File: src/rtl/display_pkg.sv
// Shared seven-segment display definitions: active-low segment constants,
// segment bit positions and digit-slot naming for the multiplexed display.
package display_pkg;

  localparam int NUM_DIGITS = 4;

  // Segment bit positions within a 7-bit active-low pattern (gfedcba).
  localparam int SEG_A = 0;
  localparam int SEG_B = 1;
  localparam int SEG_C = 2;
  localparam int SEG_D = 3;
  localparam int SEG_E_BIT = 4;
  localparam int SEG_F = 5;
  localparam int SEG_G = 6;

  localparam logic [6:0] SEG_BLANK = 7'h7F;
  localparam logic [6:0] SEG_E     = 7'h06;

  typedef enum logic [1:0] {
    DIG0 = 2'd0,
    DIG1 = 2'd1,
    DIG2 = 2'd2,
    DIG3 = 2'd3
  } digit_e;

endpackage

File: src/rtl/count_display_mux_if.sv
// Bundles the counter sample input and the display/status outputs of count_display_mux.
interface count_display_mux_if;
  logic [3:0] count_in;
  logic       count_vld;
  logic [6:0] seg;
  logic [3:0] an;
  logic [7:0] wraps;
  logic       err;

  // slave: the display block itself; master: the counter/board side driving it.
  modport slave (
    input  count_in, count_vld,
    output seg, an, wraps, err
  );

  modport master (
    output count_in, count_vld,
    input  seg, an, wraps, err
  );
endinterface

File: src/rtl/hex7seg.sv
// Combinational 4-bit hex to 7-segment decoder, active-low gfedcba order.
module hex7seg (
  input  logic [3:0] i_hex,
  output logic [6:0] o_seg
);

  always_comb begin
    o_seg = 7'h7F;
    case (i_hex)
      4'h0: o_seg = 7'h40;
      4'h1: o_seg = 7'h79;
      4'h2: o_seg = 7'h24;
      4'h3: o_seg = 7'h30;
      4'h4: o_seg = 7'h19;
      4'h5: o_seg = 7'h12;
      4'h6: o_seg = 7'h02;
      4'h7: o_seg = 7'h78;
      4'h8: o_seg = 7'h00;
      4'h9: o_seg = 7'h10;
      4'hA: o_seg = 7'h08;
      4'hB: o_seg = 7'h03;
      4'hC: o_seg = 7'h46;
      4'hD: o_seg = 7'h21;
      4'hE: o_seg = 7'h06;
      4'hF: o_seg = 7'h0E;
      default: o_seg = 7'h7F;
    endcase
  end

endmodule

File: src/rtl/count_display_mux.sv
// Samples a 4-bit down counter, checks its sequence, counts wraps and
// time-multiplexes count / error / wrap count onto a 4-digit common-anode display.
module count_display_mux
  import display_pkg::*;
#(
  parameter int REFRESH_DIV   = 4,
  parameter bit BLANK_LEADING = 1'b1
) (
  input  logic           clk,
  input  logic           rst,
  count_display_mux_if.slave bus
);

  logic [3:0]  r_cur;
  logic [3:0]  r_prev;
  logic        r_primed;
  logic [7:0]  r_wraps;
  logic        r_err;
  logic [15:0] r_pre;
  digit_e      r_sel;
  logic [6:0]  r_seg;
  logic [3:0]  r_an;

  logic        w_is_dec;
  logic        w_is_hold;
  logic        w_is_wrap;
  logic [3:0]  w_nib;
  logic [6:0]  w_hex_seg;
  logic [6:0]  w_seg_nxt;
  logic [3:0]  w_an_nxt;
  logic        w_pre_last;

  // Each new sample is judged against the sample before it (r_cur, which becomes prev).
  assign w_is_dec  = (bus.count_in == (r_cur - 4'd1));
  assign w_is_hold = (bus.count_in == r_cur);
  assign w_is_wrap = (r_cur == 4'h0) && (bus.count_in == 4'hF);

  always_ff @(posedge clk or negedge rst) begin
    if (!rst) begin
      r_cur    <= 4'h0;
      r_prev   <= 4'h0;
      r_primed <= 1'b0;
      r_wraps  <= 8'h00;
      r_err    <= 1'b0;
    end else if (bus.count_vld) begin
      r_cur    <= bus.count_in;
      r_prev   <= r_cur;
      r_primed <= 1'b1;
      if (r_primed) begin
        if (!(w_is_dec || w_is_hold)) r_err <= 1'b1;
        if (w_is_wrap)                r_wraps <= r_wraps + 8'd1;
      end
    end
  end

  assign w_pre_last = (r_pre == 16'(REFRESH_DIV - 1));

  always_ff @(posedge clk or negedge rst) begin
    if (!rst) begin
      r_pre <= 16'd0;
      r_sel <= DIG0;
    end else if (w_pre_last) begin
      r_pre <= 16'd0;
      r_sel <= digit_e'(r_sel + 2'd1);
    end else begin
      r_pre <= r_pre + 16'd1;
    end
  end

  always_comb begin
    w_nib = r_cur;
    case (r_sel)
      DIG2:    w_nib = r_wraps[3:0];
      DIG3:    w_nib = r_wraps[7:4];
      default: w_nib = r_cur;
    endcase
  end

  hex7seg u_hex7seg (
    .i_hex (w_nib),
    .o_seg (w_hex_seg)
  );

  always_comb begin
    w_seg_nxt = w_hex_seg;
    case (r_sel)
      DIG1: w_seg_nxt = r_err ? SEG_E : SEG_BLANK;
      DIG3: w_seg_nxt = (BLANK_LEADING && (r_wraps[7:4] == 4'h0)) ? SEG_BLANK : w_hex_seg;
      default: w_seg_nxt = w_hex_seg;
    endcase
  end

  assign w_an_nxt = ~(4'b0001 << r_sel);

  // seg and an are registered together so the lit digit always matches its pattern.
  always_ff @(posedge clk or negedge rst) begin
    if (!rst) begin
      r_seg <= SEG_BLANK;
      r_an  <= 4'hF;
    end else begin
      r_seg <= w_seg_nxt;
      r_an  <= w_an_nxt;
    end
  end

  assign bus.seg   = r_seg;
  assign bus.an    = r_an;
  assign bus.wraps = r_wraps;
  assign bus.err   = r_err;

  logic w_unused;
  assign w_unused = ^{r_prev, NUM_DIGITS[0]};

endmodule

File: src/flat_wrapper.sv
// flat-port wrapper written by rule: the top's interface ports become plain ports
module count_display_mux_flat import display_pkg::*;
#(
  parameter int REFRESH_DIV   = 4,
  parameter bit BLANK_LEADING = 1'b1
)
  (clk, rst, bus_count_in, bus_count_vld, bus_seg, bus_an, bus_wraps, bus_err);
  count_display_mux_if bus_i ();
  input  logic clk;
  input  logic rst;
  input wire logic [$bits(bus_i.count_in)-1:0] bus_count_in;
  input wire logic [$bits(bus_i.count_vld)-1:0] bus_count_vld;
  output wire logic [$bits(bus_i.seg)-1:0] bus_seg;
  output wire logic [$bits(bus_i.an)-1:0] bus_an;
  output wire logic [$bits(bus_i.wraps)-1:0] bus_wraps;
  output wire logic [$bits(bus_i.err)-1:0] bus_err;
  assign bus_i.count_in = bus_count_in;
  assign bus_i.count_vld = bus_count_vld;
  assign bus_seg = bus_i.seg;
  assign bus_an = bus_i.an;
  assign bus_wraps = bus_i.wraps;
  assign bus_err = bus_i.err;
  count_display_mux #(.REFRESH_DIV(REFRESH_DIV), .BLANK_LEADING(BLANK_LEADING)) u_core (.clk(clk), .rst(rst), .bus(bus_i));
endmodule
File: config.mk
export PLATFORM = sky130hd
export DESIGN_NAME = count_display_mux_flat
export DESIGN_NICKNAME = d
export VERILOG_FILES = /design/src/rtl/display_pkg.sv /design/src/rtl/count_display_mux_if.sv /design/src/rtl/hex7seg.sv /design/src/rtl/count_display_mux.sv /design/src/flat_wrapper.sv
export SDC_FILE = /design/constraint.sdc
export NUM_CORES = 1
export LEC_CHECK = 0
export ABC_AREA = 1
export CAP_MARGIN = 5
export CORE_ASPECT_RATIO = 0.6
export CORE_UTILIZATION = 55
export CTS_CLUSTER_DIAMETER = 150
export DETAILED_ROUTE_END_ITERATION = 10
export MAX_ROUTING_LAYER = met4
export PLACE_DENSITY = 0.78
export SLEW_MARGIN = 20
export SYNTH_ARGS = -nofsm -noshare
export SYNTH_HDL_FRONTEND = slang
export SYNTH_SLANG_ARGS = --single-unit
File: constraint.sdc
create_clock -name clk -period 6.4 [get_ports clk]
set_clock_uncertainty 0.1 [all_clocks]
set_input_delay 0.64 -clock clk [delete_from_list [all_inputs] [get_ports clk]]
set_output_delay 0.64 -clock clk [all_outputs]
set_load 0.01 [all_outputs]
# == Word level (Yosys, flattened, before mapping) ==
# Memory sizes are Yosys's and may differ from the RTL's.
# Index checks and enable logic that the tools add are counted.
# op_classes
n_addsub,4
multipliers,0
div,0
magnitude_cmp,0
n_eq_ne,7
n_shift,1
mux,5
bitwise_logic,2
n_reduce_logical,6
# op_table
op,n
"adder 16 x 1 -> 16 bit, second input constant",1
"== test 16 x 2 -> 1 bit, second input constant",1
two-way mux 16 bit,1
two-way mux 7 bit,2
one-hot mux 7 bit (2 select lines),1
"adder 8 x 1 -> 8 bit, second input constant",1
== test 4 bit,2
zero test 4 bit,2
one-hot mux 4 bit (2 select lines),1
AND reduction 3 bit,2
"== test 2 bit, second input constant",2
"== test 4 bit, second input constant",1
inverter 4 bit,1
"left shift 1 x 2 -> 4 bit, first input constant",1
"subtractor 4 x 1 -> 4 bit, second input constant",1
"adder 2 x 1 -> 2 bit, second input constant",1
"== test 2 x 1 -> 1 bit, second input constant",1
logical AND 1 bit,1
logical OR 1 bit,1
inverter 1 bit,1
# word_totals
regBits,43
latch_bits,0
ramBits,0
mem_bits_ro,112
input_bits,7
out_inout_bits,20
elab_cells,34
memories,1
# memory_table
memory,depth,width,rd,rd_clocked_by_memory_dff,write_ports,line_no,source
(name not given),16,7,1,0,0,hex7seg.sv:9,case (i_hex)

# == Depth between registers and ports, before layout ==
# Gate-level depths: netlist (run 1).
# depth
ltp_word,5
mapped_depth,13

# == Hierarchy ==
# A second synthesis (run 1) with hierarchy kept.
# hier_totals
cells_unflattened,334
hier_area_um2,2529.9
# by_module_without_submodules
module,n_inst,cells_each,area_each_um2,seq_area_each_um2
count_display_mux,1,285,2255.9,1089.8
hex7seg,1,49,274.0,0.0

# == Least setup slack after synthesis (run 1) ==
# Ideal clock, no wire load.
# synth_timing
path_type,register -> register
start,register u_core.r_sel[0]
end,register u_core.r_seg[3] (netlist: u_core.bus.seg[3])
setup_ps,78
arrival_ps,1852
required_time_ps,6222
setup_slack_ps,4370
path_stages_with_launch,13
n_path_buf,0
period_less_slack_ps,2030
path_cell_list,dfrtp_1 -> inv_1 -> ha_1 -> nor2_4 -> a21oi_1 -> inv_1 -> ha_1 -> nand2_1 -> nand2_1 -> nand2_1 -> nand2_1 -> nand2_1 -> nand2_1
# synth_between
elab_chain_len,5
word_cells_on_any_way,7
classes_between,eq/ne: 3; mux: 3; memory: 1
# synth_rtl
element,line_no,source
"start, declared",count_display_mux.sv:20,digit_e r_sel;
"start signal, assigned",count_display_mux.sv:64,r_sel <= digit_e'(r_sel + 2'd1);
== test 2 bit (on tied branches),"count_display_mux.sv:72, count_display_mux.sv:86",
one-hot mux 4 bit (2 select lines),count_display_mux.sv:72,case (r_sel)
memory (16 x 7 bit),n/a,
two-way mux 7 bit,count_display_mux.sv:88,DIG3: w_seg_nxt = (BLANK_LEADING && (r_wraps[7:4] == 4'h0)) ? SEG_BLANK : w_hex_seg;
one-hot mux 7 bit (2 select lines) *,count_display_mux.sv:86,case (r_sel)
net u_core.w_seg_nxt[3],count_display_mux.sv:29,logic [6:0] w_seg_nxt;
"end signal, assigned",count_display_mux.sv:101,r_seg <= w_seg_nxt;
"end, declared",count_display_mux.sv:21,logic [6:0] r_seg;
# The timed path passes the listed nets; every way through them passes the cells marked *.
# A chain may end at the register's enable or synchronous reset.

# == Worst setup path in the final report (run 1) ==
# Same ends and word-level chain as after synthesis.

==> flow_metrics.env, run 1 <==
export IMPL_placed_cells=382
export IMPL_setup_viol=0
export IMPL_syn_area_per_cell_um2=8.253
export IMPL_synth_top_family_by_area="simple AND/OR/NAND/NOR gates"
export IMPL_synthCells=297
export IMPL_async_flop_share_pct=100.0
export IMPL_area_growth_pct=17.51
export IMPL_ctsHoldBuffers=0
export IMPL_slew_headroom_pct=39.01
export IMPL_synth_cell_types=27
export IMPL_start_util_pct=58.51
export IMPL_finalNonFillerCells=390
export IMPL_maxSlewViolCount=0
export IMPL_leakagePower_nw=1.474
export IMPL_fin_hold_ws_ns=0.3843
export IMPL_synth_ff_type="dfrtp_1"
export IMPL_clockBufferDepth=2
export IMPL_synth_edf_count=0
export IMPL_netlist_area_um2=2451
export IMPL_clkPwrFrac_pct=34.6
export IMPL_fp_row_count=18
export IMPL_drtIter0Drc=160
export IMPL_ys_top_cells_by_area="dfrtp_1 33%, nand2_1 13%, dfstp_2 12%"
export IMPL_critical_path_class="reg2reg"
export IMPL_hold_viol=0
export IMPL_post_route_period_util_pct=38.00
export IMPL_yosys_area_share_simple_pct=27.92
export IMPL_viasPerCell=4.987
export IMPL_antenna_found_initial=0
export IMPL_seq_power_share_pct=50.0
export IMPL_postCtsSetupRepairBufs=0
export IMPL_switching_share_pct=25.03
export IMPL_crit_arrival_ns=2.54
export IMPL_core_area_um2=4189
export IMPL_dieArea_um2=4736
export IMPL_tns_ns=0
export IMPL_hold_path_class="in2async"
export IMPL_vias=1945
export IMPL_status="finished, final reports clean"
export IMPL_htreeDepth=2
export IMPL_root_buffer="clkbuf_8"
export IMPL_r2r_slack_ns=3.97
export IMPL_cts_resized_gates=0
export IMPL_powerDensity_nw_per_um2=205.8
export IMPL_rr_worst_depth=12
export IMPL_r2r_start="u_core.r_sel[0]"
export IMPL_synth_xor_area_share_pct=9.290
export IMPL_critPathLaunchType="flop"
export IMPL_drc_errors=0
export IMPL_combPwrFrac_pct=15.4
export IMPL_cts_inserted_buffers=5
export IMPL_cts_tree="done"
export IMPL_clk_pin_slew_ns=0.08
export IMPL_io_pin_count=27
export IMPL_gp_congestion=0.8815
export IMPL_crit_required_ns=6.51
export IMPL_max_cap_viol_count=0
export IMPL_fin_crit_ns=2.432
export IMPL_io_buffers=26
export IMPL_routed_wl_um=4996
export IMPL_worst_pin_slew_ns=0.9149
export IMPL_cp_max_fo=6
export IMPL_reg2reg_to="u_core.bus.seg[3]"
export IMPL_grt_pass1_vias=1666
export IMPL_power_internal_mw=0.4443
export IMPL_ys_seq_area_share_pct=44.46
export IMPL_synthAdderAreaFrac_pct=7.657
export IMPL_synth_area_leader_cell="dfrtp_1"
export IMPL_diodes=0
export IMPL_dieHeight_um=53.71
export IMPL_rsz0062_at_grt="false"
export IMPL_peakVddDrop_v=0.0001375
export IMPL_grt_max_degree=44
export IMPL_clock_sinks=43
export IMPL_cp_end_kind="flop"
export IMPL_die_w_um=88.19
export IMPL_synth_compound_area_share_pct=3.165
export IMPL_yosysTopAreaCellShare_pct=32.67
export IMPL_postRouteAntennaNets=0
export IMPL_overflow=0
export IMPL_grt_usage_pct=24.71
export IMPL_first_pass_iters=4
export IMPL_grt_pass1_wl_um=8266
export IMPL_fmax_ghz=0.4112
export IMPL_synth_common_cells="84 x nand2_1, 44 x inv_1, 32 x dfrtp_1"
export IMPL_dp_hpwl_um=3820
export IMPL_drive_gt1_share_pct=10.00
export IMPL_ys_seq_elements=43
export IMPL_syn_nets=319
export IMPL_ys_warn_count=0
export IMPL_muxShareOfSynthArea_pct=0
export IMPL_wl_per_cell_um=12.81
export IMPL_net_switching_power_mw=0.1483
export IMPL_clk_latency_ns=0.29
export IMPL_nets=351
export IMPL_synth_most_common_cell="nand2_1"
==> cell usage in the layout, fill, tap and decap left out, types with 8 or more instances in the layout <==
cell type,instances
clkdlybuf4s50_1,25
dfrtp_1,32
dfstp_2,11
ha_1,15
inv_1,44
nand2_1,84
nand3_1,24
nor2_1,17
nor3_1,9
o21ai_0,8
xnor2_1,8
xor2_1,18
==> sequential cells by signal (all words and copies together) (netlist names) <==
signal	count
u_core.r_sel	2
u_core.bus.seg	7
u_core.r_cur	4
u_core.r_primed	1
u_core.r_pre	16
u_core.bus.err	1
u_core.bus.an	4
u_core.bus.wraps	8
==> routing by layer <==
metal  up-vias  wire (um)  track usage, %
li1        983          -               -
met1       887       2673           39.37
met2        73       1900           31.15
met3         2        409           5.675
met4         0         12           4.301
met5         -          0               -
==> worst max-delay path, cell delays in order (launching register included) <==
cell and delay (ns):
dfrtp_1 0.41, inv_1 0.13, ha_1 0.32, nor2_4 0.08
a21oi_1 0.48, inv_1 0.18, ha_1 0.27, nand2_2 0.10
nand2_1 0.07, nand2_1 0.06, nand2_1 0.05, nand2_1 0.05
nand2_1 0.06
==> metrics by stage <==
step | util [%] | area (um^2) | worst slack (ns) | total power, mW
detailed placement | 66.22 | 2774 | 4.054 | 0.3916
finish | 68.76 | 2880 | 3.968 | 0.5927
global route | 68.76 | 2880 | 3.753 | 0.6234
CTS | 68.76 | 2880 | 3.936 | 0.5960
floorplan | - | 2451 | 4.370 | 0.3520
global placement | 66.22 | 2774 | 4.149 | 0.3899
==> cell type report <==
type | instances | area, um^2
clock buffers | 7 | 76.32
clock inverters | 1 | 30.03
fillers | 354 | 1309
inverters | 47 | 176.4
multi-input cells | 206 | 1177
flip-flops and latches | 43 | 1090
well taps | 60 | 75.07
repair buffers | 26 | 255.2
==> kinds of logic (layout without fill, tap and decap cells) <==
kind of cell / Yosys count / in the layout
flops: 43 / 43
simple gates: 151 / 151
xor+xnor: 26 / 26
buf+inv: 48 / 81
fa+ha+maj: 15 / 15
compound gates: 14 / 14
==> worst max-delay path by stage <==
stage,start,to,slack [ns],cells past startpoint
6_report,u_core.r_sel[0],u_core.bus.seg[3],3.97,12
5_1_grt,u_core.r_sel[0],u_core.bus.seg[3],3.75,12
4_1_cts,u_core.r_sel[0],u_core.bus.seg[3],3.94,12
3_5_place_dp,bus_count_vld,u_core.bus.wraps[2],4.05,5
3_3_place_gp,bus_count_vld,u_core.bus.wraps[6],4.15,5
2_1_floorplan,u_core.r_sel[0],u_core.bus.seg[3],4.37,12
==> power by group through the flow <==
| stage | combinational (mW) | clock, mW | sequential (mW) |
|---|---|---|---|
| global route | 0.102 | 0.223 | 0.298 |
| finish | 0.0912 | 0.205 | 0.296 |
| CTS | 0.0910 | 0.209 | 0.296 |
| detailed placement | 0.0900 | 0 | 0.302 |
| floorplan | 0.0467 | 0 | 0.305 |
| global placement | 0.0883 | 0 | 0.302 |
Power figures use the tool's default switching activity.
==> inputs of run 2 (changes only) <==
Clock period 6.4 ns to 2.5 ns, I/O delays scaled along.
==> flow_metrics.env, run 2 (same netlist as run 1, synthesis figures left out) <==
export IMPL_slew_headroom_pct=40.00
export IMPL_vias=1993
export IMPL_area_growth_pct=17.41
export IMPL_drtIter0Drc=96
export IMPL_clk_pin_slew_ns=0.08
export IMPL_wl_per_cell_um=12.86
export IMPL_dieArea_um2=4736
export IMPL_routed_wl_um=5040
export IMPL_violations="negative hold slack"
export IMPL_regArea_um2=1090
export IMPL_powerDensity_nw_per_um2=497.5
export IMPL_post_route_period_util_pct=85.10
export IMPL_fin_crit_ns=2.128
export IMPL_fp_row_count=18
export IMPL_postCtsSetupRepairBufs=0
export IMPL_maxSlewViolCount=0
export IMPL_die_w_um=88.19
export IMPL_critical_path_class="reg2reg"
export IMPL_cpLargestDelayFamily="adder cells"
export IMPL_postRouteAntennaNets=0
export IMPL_fin_hold_ws_ns=-0.02054
export IMPL_htreeDepth=2
export IMPL_max_flop_register="u_core.r_pre"
export IMPL_drc_errors=0
export IMPL_slowest_stage="dfrtp_1"
export IMPL_setup_viol=0
export IMPL_grtUsageMet1_pct=38.76
export IMPL_cpMostUsedCell="nand2_1"
export IMPL_grt_max_degree=44
export IMPL_cp_end_kind="flop"
export IMPL_hold_viol=32
export IMPL_finalPower_mw=1.432
export IMPL_gp_congestion=0.9273
export IMPL_status="complete, but fails checks"
export IMPL_diodes=0
export IMPL_r2r_start="u_core.r_sel[0]"
export IMPL_core_area_um2=4189
export IMPL_grt_pass1_wl_um=8424
export IMPL_io_buffers=26
export IMPL_peakVddDrop_v=0.0002960
export IMPL_grt_pass1_vias=1738
export IMPL_clk_latency_ns=0.30
export IMPL_met3_usage_pct=5.061
export IMPL_hold_path_class="in2async"
export IMPL_fillers=343
export IMPL_dp_hpwl_um=3856
export IMPL_crit_required_ns=2.62
export IMPL_tns_ns=0
export IMPL_drive_gt1_share_pct=11.14
export IMPL_rr_worst_depth=12
export IMPL_grt_usage_pct=25.43
export IMPL_multi_input_comb_area_um2=1181
export IMPL_reg2reg_to="u_core.bus.seg[5]"
export IMPL_r2r_slack_ns=0.37
export IMPL_clock_sinks=43
export IMPL_rsz0062_at_grt="false"
export IMPL_cts_inserted_buffers=5
export IMPL_crit_path_cell_trace="inv_1 > ha_1 > nor2_4 > a21oi_2 > inv_1 > ha_1 > nand2_2 > nand2_1 > nand2_1 > nand2_1 > nand2_1 > nand2_1"
export IMPL_crit_arrival_ns=2.25
export IMPL_critPathLaunchType="flop"
export IMPL_worst_pin_slew_ns=0.9000
export IMPL_leakagePower_nw=1.473
export IMPL_max_cap_viol_count=0
export IMPL_overflow=0
export IMPL_cts_tree="done"
export IMPL_io_pin_count=27
export IMPL_antenna_found_initial=0
export IMPL_layout_commonest_cell="nand2_1"
export IMPL_fmax_ghz=0.4700
export IMPL_start_util_pct=58.51
export IMPL_cp_max_fo=6
export IMPL_busiest_layer="met1"
export IMPL_clockBufferDepth=2
export IMPL_root_buffer="clkbuf_8"
export IMPL_met2_usage_pct=34.10
export IMPL_viasPerCell=5.084
export IMPL_nets=353
export IMPL_largest_reg_flops=16
export IMPL_layout_common_cells="84 x nand2_1, 44 x inv_1, 32 x dfrtp_1"
export IMPL_first_pass_iters=4
export IMPL_dieHeight_um=53.71
export IMPL_slowest_delay_ns=0.41
export IMPL_cp_buffers_inverters=2
run 2: cell type report:
| cell class | instances | share of cell area, % |
|---|---|---|
| multi-input combinational | 206 | 41.04 |
| sequential | 43 | 37.87 |
| timing repair buffer | 28 | 9.391 |
| inverter | 47 | 6.130 |
| tap | 60 | 2.609 |
| clock buffer | 6 | 2.522 |
| clock inverter | 2 | 0.4348 |
run 2: stage by stage:
| stage | instance area (um^2) | hold slack (ns) | util, % | instances | setup WS (ns) |
|---|---|---|---|---|---|
| after floorplan | 2451 | -0.1456 | - | 297 | 0.4702 |
| after global placement | 2789 | 0.3426 | 66.58 | 384 | 0.3486 |
| after detailed placement | 2789 | 0.3448 | 66.58 | 384 | 0.2203 |
| after CTS | 2874 | 0.02396 | 68.61 | 392 | 0.1841 |
| after global routing | 2878 | 0.05792 | 68.70 | 392 | 0.1596 |
| final | 2878 | -0.02054 | 68.70 | 392 | 0.3724 |
run 2: per-layer routing:
layer | share of wire [%] | routed length [um]
met1 | 54 | 2714
met2 | 38 | 1937
met3 | 6.9 | 349
met4 | 0.77 | 39
met5 | 0 | 0
run 2: worst max-delay path by stage:
stage	slack [ns]	start	depth (start not counted)	to
4_1_cts	0.18	u_core.r_sel[0]	12	u_core.bus.seg[5]
5_1_grt	0.16	u_core.r_sel[0]	12	u_core.bus.seg[3]
6_report	0.37	u_core.r_sel[0]	12	u_core.bus.seg[5]
3_3_place_gp	0.35	u_core.r_sel[0]	12	u_core.bus.seg[3]
2_1_floorplan	0.47	u_core.r_sel[0]	12	u_core.bus.seg[3]
3_5_place_dp	0.22	u_core.r_sel[0]	12	u_core.bus.seg[3]
run 2: worst register-to-register path, stage by stage (launching register included):
cell,delay [ns]
dfrtp_1,0.41
inv_1,0.12
ha_1,0.31
nor2_4,0.08
a21oi_2,0.29
inv_1,0.13
ha_1,0.25
nand2_2,0.09
nand2_1,0.07
nand2_1,0.06
nand2_1,0.05
nand2_1,0.05
nand2_1,0.05
run 2: power by group:
part / leakage (nW) / switching, mW / internal, mW
registers: 0.525 / 0.0243 / 0.736
clock network: 0.0412 / 0.240 / 0.195
logic: 0.906 / 0.130 / 0.105
run 2: what timing repair did:
action	in CTS	in global routing
endpoints found under the setup margin	0	2
resized for setup	0	1
hold buffers	0	0
